$ cat src/rtl/uart_tx_arbiter.sv
// uart_tx_arbiter
// Arbitrates four byte requesters onto a single UART transmitter. A winner's
// byte is latched into tx_data0 and launched with a tx_int strobe. The arbiter
// then waits for the transmitter's busy flag (bps_start) to rise and fall, and
// inserts a guard gap before it arbitrates again. If bps_start never rises,
// err pulses and the arbiter moves on to the gap.
//
// Build option: define UART_TX_ARB_RR_EN to select round-robin arbitration,
// where the search starts after the last grant. Without it, arbitration is
// fixed priority and the lowest index wins.
module uart_tx_arbiter #(
  parameter int TX_INT_HOLD   = 2,
  parameter int GAP_CYCLES    = 16,
  parameter int START_TIMEOUT = 15
) (
  input  logic        clk,
  input  logic        rst,
  input  logic [3:0]  req,
  input  logic [31:0] req_data,
  output logic [3:0]  ack,
  output logic [7:0]  tx_data0,
  output logic        tx_int,
  input  logic        bps_start,
  output logic        busy,
  output logic [1:0]  grant_id,
  output logic        err
);

  typedef enum logic [2:0] {
    S_IDLE,
    S_LOAD,
    S_WAIT_START,
    S_WAIT_DONE,
    S_GAP
  } state_t;

  // Terminal counts of the shared cycle counter, one per counting state.
  // A zero-length gap still spends its single pass-through cycle in GAP.
  localparam logic [7:0] HOLD_LAST = 8'(TX_INT_HOLD - 1);
  localparam logic [7:0] TO_LAST   = 8'(START_TIMEOUT - 1);
  localparam logic [7:0] GAP_LAST  = 8'((GAP_CYCLES == 0) ? 0 : GAP_CYCLES - 1);

  state_t      r_state;
  logic [7:0]  r_cnt;
  logic [3:0]  r_ack;
  logic [7:0]  r_tx_data;
  logic        r_tx_int;
  logic        r_busy;
  logic [1:0]  r_gid;
  logic        r_err;

  logic        w_found;
  logic [1:0]  w_winner;
  logic [7:0]  w_byte;

`ifdef UART_TX_ARB_RR_EN
  logic [1:0]  w_idx;

  // Round-robin pick: scan upward from the requester after the last grant.
  always_comb begin
    w_found  = 1'b0;
    w_winner = r_gid;
    w_idx    = r_gid;
    for (int k = 1; k <= 4; k++) begin
      w_idx = r_gid + 2'(k);
      if (!w_found && req[w_idx]) begin
        w_found  = 1'b1;
        w_winner = w_idx;
      end
    end
  end
`else
  // Fixed-priority pick: the lowest requesting index wins, independent of history.
  always_comb begin
    w_found  = |req;
    w_winner = 2'd0;
    for (int k = 3; k >= 0; k--) begin
      if (req[k]) begin
        w_winner = 2'(k);
      end
    end
  end
`endif

  assign w_byte = req_data[{w_winner, 3'b000} +: 8];

  // Frame sequencer: all outputs are registered here so they change only on clock edges.
  always_ff @(posedge clk or posedge rst) begin
    if (rst) begin
      r_state   <= S_IDLE;
      r_cnt     <= 8'd0;
      r_ack     <= 4'b0000;
      r_tx_data <= 8'h00;
      r_tx_int  <= 1'b0;
      r_busy    <= 1'b0;
      r_gid     <= 2'd3;
      r_err     <= 1'b0;
    end else begin
      r_ack <= 4'b0000;
      r_err <= 1'b0;
      case (r_state)
        S_IDLE: begin
          if (w_found) begin
            r_state   <= S_LOAD;
            r_ack     <= 4'b0001 << w_winner;
            r_tx_data <= w_byte;
            r_gid     <= w_winner;
            r_tx_int  <= 1'b1;
            r_busy    <= 1'b1;
            r_cnt     <= 8'd0;
          end
        end
        S_LOAD: begin
          if (r_cnt == HOLD_LAST) begin
            r_tx_int <= 1'b0;
            r_state  <= S_WAIT_START;
            r_cnt    <= 8'd0;
          end else begin
            r_cnt <= r_cnt + 8'd1;
          end
        end
        S_WAIT_START: begin
          if (bps_start) begin
            r_state <= S_WAIT_DONE;
            r_cnt   <= 8'd0;
          end else if (r_cnt == TO_LAST) begin
            r_err   <= 1'b1;
            r_state <= S_GAP;
            r_cnt   <= 8'd0;
          end else begin
            r_cnt <= r_cnt + 8'd1;
          end
        end
        S_WAIT_DONE: begin
          if (!bps_start) begin
            r_state <= S_GAP;
            r_cnt   <= 8'd0;
          end
        end
        S_GAP: begin
          if (r_cnt == GAP_LAST) begin
            r_state <= S_IDLE;
            r_busy  <= 1'b0;
            r_cnt   <= 8'd0;
          end else begin
            r_cnt <= r_cnt + 8'd1;
          end
        end
        default: begin
          r_state  <= S_IDLE;
          r_busy   <= 1'b0;
          r_tx_int <= 1'b0;
          r_cnt    <= 8'd0;
        end
      endcase
    end
  end

  assign ack      = r_ack;
  assign tx_data0 = r_tx_data;
  assign tx_int   = r_tx_int;
  assign busy     = r_busy;
  assign grant_id = r_gid;
  assign err      = r_err;

endmodule
$ cat config.mk
export PLATFORM = sky130hd
export DESIGN_NAME = uart_tx_arbiter
export DESIGN_NICKNAME = d
export VERILOG_FILES = /design/src/rtl/uart_tx_arbiter.sv
export SDC_FILE = /design/constraint.sdc
export NUM_CORES = 1
export LEC_CHECK = 0
export CORE_MARGIN = 4
export CORE_UTILIZATION = 48
export CTS_CLUSTER_SIZE = 40
export DETAILED_ROUTE_END_ITERATION = 12
export GPL_TIMING_DRIVEN = 1
export HOLD_SLACK_MARGIN = 0.1
export PLACE_DENSITY = 0.85
export SLEW_MARGIN = 5
export SYNTH_ARGS = -nofsm -noshare
export SYNTH_HDL_FRONTEND = slang
export SYNTH_SLANG_ARGS = --single-unit
$ cat constraint.sdc
create_clock -name clk -period 3.6 [get_ports clk]
set_input_delay 0.72 -clock clk [delete_from_list [all_inputs] [get_ports clk]]
set_output_delay 0.72 -clock clk [all_outputs]
set_load 0.1 [all_outputs]
---- After elaboration in Yosys (flattened, before gate mapping) ----
Index checks and enable logic that the tools add are counted.
operators by class
  add/sub/neg operators ................... 1
  eq/ne operators ......................... 12
  shift-type cells ........................ 2
  muxes and demuxes ....................... 28
  bitwise logic cells ..................... 2
  reduce and logical (&&, ||, !) cells .... 9
operator list
  cell                   number
  $mux W8                6
  $pmux W8 S5            1
  $shiftx A32 B6 Y8      1
  $mux W3                6
  $eq A8 B4 Y1 const B   2
  $pmux W3 S5            1
  $add A8 B1 Y8 const B  1
  $eq A8 B1 Y1 const B   1
  $mux W2                4
  $mux W4                2
  $ne A2 B2 Y1 const B   4
  $eq A3 B2 Y1 const B   2
  $mux W1                6
  $pmux W1 S3            2
  $reduce_and A3 Y1      2
  $reduce_or A3 Y1       2
  $reduce_and A5 Y1      1
  $reduce_and A2 Y1      2
  $reduce_or A4 Y1       1
  $shl A1 B2 Y4 const A  1
  $eq A3 B1 Y1 const B   1
  $eq A3 B3 Y1 const B   1
  $logic_not A3 Y1       1
  $ne A3 B3 Y1 const B   1
  $not A1 Y1             2
storage, ports and cells
  register bits after elaboration ......... 28
  input port bits ......................... 39
  output and inout port bits .............. 17
  logic and storage cells ................. 62

---- Logic depth before layout (Yosys ltp) ----
  depth after elaboration ................. 7
  gate-level depth with buffers ........... 7
  depth with buffers taken out ............ 7

---- Least setup slack after synthesis ----
No wires, ideal clock.
  path kind ............................... input -> register
  start point ............................. in bps_start
  end point ............................... reg r_cnt[2]
  library setup time ...................... 0.077 ns
  arrival ................................. 2.099 ns
  required time ........................... 3.523 ns
  setup slack ............................. 1.424 ns
  stages on the path ...................... 5
  buffers on the path ..................... 0
  path through ............................ or2b_2 -> nor3_1 -> a211oi_1 -> or4_1 -> a21oi_1
between the ends
  longest elaborated chain between the ends .. 2
  elaborated cells between the ends (all ways) .. 4
  those cells by class .................... eq/ne (1); mux (2); reduce/logical (1)
ends and longest elaborated chain
  what                                              line  text
  start, declared                                   23    input logic bps_start,
  $mux W8 or $ne A2 B2 Y1 (tied branches)           n/a
  $pmux W8 S5 or $reduce_and A2 Y1 (tied branches)  n/a
  end signal, assigned                              119   r_cnt <= r_cnt + 8'd1;
  end signal, assigned                              131   r_cnt <= r_cnt + 8'd1;
  end signal, assigned                              146   r_cnt <= r_cnt + 8'd1;
  end, declared                                     44    logic [7:0] r_cnt;
Parallel ways exist; a longest one is shown, timed or not.
A chain may end at the register's enable or synchronous reset.

---- Worst setup path in the final report ----
  start point ............................. reg r_tx_data[4], in the netlist tx_data0[4]
  end point ............................... out tx_data0[4]
RTL lines
  what                    line  text
  start, declared         46    logic [7:0] r_tx_data;
  start signal, assigned  106   r_tx_data <= w_byte;
  end, declared           21    output logic [7:0] tx_data0,
No word-level cell between the ends.

==> impl_metrics.csv <==
group,metric,value,unit
run_status,status,"finished, final reports clean",
power_and_ir_drop,p_total,647,uW
global_route,grt_antenna_before_repair,0,
clock_tree,post_cts_resized,0,
logic_synthesis,synth-seq-cells,28,
die,io-pin-count,56,
timing,hold_viol,0,
clock_tree,htree_levels,1,
timing,fmax,0.384,GHz
worst_setup_path,cp_slowest_stage_delay,1.16,ns
power_and_ir_drop,powerDensity,300,nW/um^2
timing,grt_setup_unrepaired,"false",
worst_setup_path,critPathKind,"reg -> out",
logic_synthesis,async_flop_share,100,%
global_route,grt_pass1_vias,1444,
logic_synthesis,synth_xor_xnor_area_share,1.66,%
route,drt-pass1-iter-count,4,
worst_setup_path,crit_arrival,1.88,ns
logic_synthesis,syn_area_per_cell,9.79,um^2
clock_tree,cts_hold_buf,0,
logic_synthesis,synthMuxAreaShare,2.05,%
place,dp_slack,0.741,ns
place,hpwlAfterDp,3.28,mm
worst_setup_path,crit_chain,"clkdlybuf4s50_1",
global_route,grt_overflow,0,
timing,slew_violations,0,
job,drv_cap,0,
finish,drive_gt1_share,7.01,%
logic_synthesis,synth_compound_gate_area_share,23.4,%
clock_tree,clockBufferDepth,2,
worst_setup_path,crit_fanout,2,
route,postRouteAntennaNets,0,
worst_setup_path,cp_data_required_time,2.88,ns
timing,tightest_slew,1.03,ns
worst_setup_path,cpMaxStageDelayCell,"clkdlybuf4s50_1",
clock_tree,clk_latency,0.32,ns
logic_synthesis,synth_flop_cell,"dfrtp_1",
clock_tree,post_cts_buffers,0,
die,dieHeight,65.5,um
power_and_ir_drop,worst_ir_drop_vdd,0.152,mV
logic_synthesis,synth_cell_types,47,
logic_synthesis,synth-edff-count,0,
worst_setup_path,crit_path_end_kind,"output port",
logic_synthesis,netlist_area,1590,um^2
logic_synthesis,synth.yosys.warnings,0,
power_and_ir_drop,p_clk_share,20.7,%
worst_hold_path,hold_class,"reg -> reg",
route,routedWlPerCell,16.1,um
timing,finalSetupTns,0,ns
global_route,grt_max_degree,29,
logic_synthesis,synthAdderAreaFrac,2.37,%
global_route,track_usage,19.4,%
timing,finalSetupViolCount,0,
clock_tree,cts.root.buffer_cell,"clkbuf_4",
global_route,grt_first_pass_wirelength,6.53,mm
power_and_ir_drop,netSwitchingFraction,32.6,%
logic_synthesis,synthSimpleGateAreaFrac,21.6,%
route,drt_iter0_markers,101,
clock_tree,clock_sinks,28,
die,die_w,65.5,um
power_and_ir_drop,power.leakage,0.000811,uW
route,vias_per_cell,5.77,
timing,holdWs,0.509,ns
place,gp_congestion,0.885,
route,via_count,1488,
logic_synthesis,synth-seq-area-share,44.3,%
power_and_ir_drop,power_frac_comb,28.2,%
route,drc,0,
timing,setup_slack,0.996,ns
die,rows,20,
clock_tree,cts_tree,"built",
power_and_ir_drop,net-switching-power,211,uW
die,coreArea,3100,um^2
finish,diodes,0,
finish,syn_to_final_growth,35.9,%
logic_synthesis,syn-instance-count,162,
timing,finalCritPeriodShare,72.3,%
route,routed_wl,4.15,mm
worst_setup_path,cp-start-kind,"register",
finish,final_nets,257,
timing,min_period,2.60,ns
power_and_ir_drop,intPower,436,uW
worst_setup_path,cp_top_family,"buffers and inverters",
worst_setup_path,r2r_slack,1.33,ns
worst_setup_path,cp_num_buf_inv,1,
power_and_ir_drop,seqPwrFrac,51.1,%
die,die_area,4290,um^2
timing,relSlewSlack,31.1,%
die,start_util,51.1,%
clock_tree,cts-buffers-inserted,3,
clock_tree,path_clk_slew,0.15,ns
timing,skew,0.00472,ns
place,placement.io_buffers,55,
logic_synthesis,synthesis.nets,204,
logic_synthesis,synth_top_family_by_area,"compound AO/OA/AOI/OAI gates",
[registers in the layout, summed over array words and instances, names as in the netlist]
signal / count
err: 1
r_state: 3
busy: 1
ack: 4
r_cnt: 8
tx_data0: 8
grant_id: 2
tx_int: 1
[placed cells by master, fill, tap and decap left out, types with 2 or more instances in the layout]
cell              n
xnor2_1           2
nand2_1           9
or2b_2            2
a22o_1           10
o21ai_0           4
nor3_1            8
clkdlybuf4s50_1  53
mux2_1            2
clkbuf_4          3
a221oi_1          8
nor4_1            2
inv_1             4
dfrtp_1          26
nor3b_1           3
nor2_1           19
ha_1              3
o22ai_1           2
nand3_1           4
nor2b_1           2
dfstp_2           2
and2_1            4
buf_4             2
a21oi_1          17
[final timing paths]
check                       startpoint           to  cells after the start
setup / recovery           tx_data0[4]  tx_data0[4]                      1
hold / removal                  tx_int       tx_int                      1
setup reg to reg            r_state[2]   r_state[0]                      5
hold reg to reg                 tx_int       tx_int                      1
max in group asynchronous          rst  tx_data0[5]                      2
min in group asynchronous          rst   r_state[2]                      2
[per-stage QoR]
step                      std cells  util (%)  instance area, um^2
final                           258      69.5                 2160
after CTS                       258      69.5                 2160
after detailed placement        254      68.6                 2130
after global routing            258      69.5                 2160
after global placement          254      68.6                 2130
after floorplan                 162         -                 1590
[synthesized netlist by cell type, types with 2 or more instances]
cell      number  share of area [%]
o21ai_0        4                1.3
dfstp_2        2                3.3
ha_1           3                2.4
nand3_1        4                1.3
inv_1          4               0.95
nor2b_1        2               0.79
mux2_1         2                1.4
nor3_1         8                2.5
o22ai_1        2               0.79
xnor2_1        2                1.1
a22o_1        10                5.5
and2_1         4                1.6
dfrtp_1       26                 41
nor2_1        19                4.5
clkbuf_8       2                1.7
nand2_1        9                2.1
a21oi_1       17                5.4
nor4_1         2               0.79
or2b_2         2                1.1
nor3b_1        3                1.4
clkbuf_1       2               0.47
a221oi_1       8                4.4
[area by class of cell]
type | instances | area [um^2]
timing repair buffer | 55 | 546
fill | 257 | 947
tap | 44 | 55.1
inverter | 4 | 15.0
sequential | 28 | 703
multi-input combinational | 123 | 811
clock buffer | 4 | 26.3
[cell families after synthesis]
kind of cell / after synthesis
AO/OA/AOI/OAI: 50
XOR/XNOR: 3
adder cells (fa/ha/maj): 3
buffers and inverters: 11
flip-flops: 28
multiplexers: 3
AND/OR/NAND/NOR: 64
[power groups by stage]
stage                     Sequential (uW)  Clock [uW]  Combinational (uW)
after CTS                             331         140                 184
after global routing                  332         150                 191
after detailed placement              336           0                 184
after global placement                336           0                 180
after floorplan                       412           0                31.4
final                                 330         134                 183
[metal layers]
layer | GRT usage, % | wire, um | vias up
li1 | - | - | 710
met2 | 35.7 | 2270 | 47
met4 | 5.96 | 60 | 0
met5 | 0 | 0 | -
met3 | 2.74 | 157 | 6
met1 | 23.2 | 1660 | 725
Note: power is estimated with default switching activity, not from simulation.
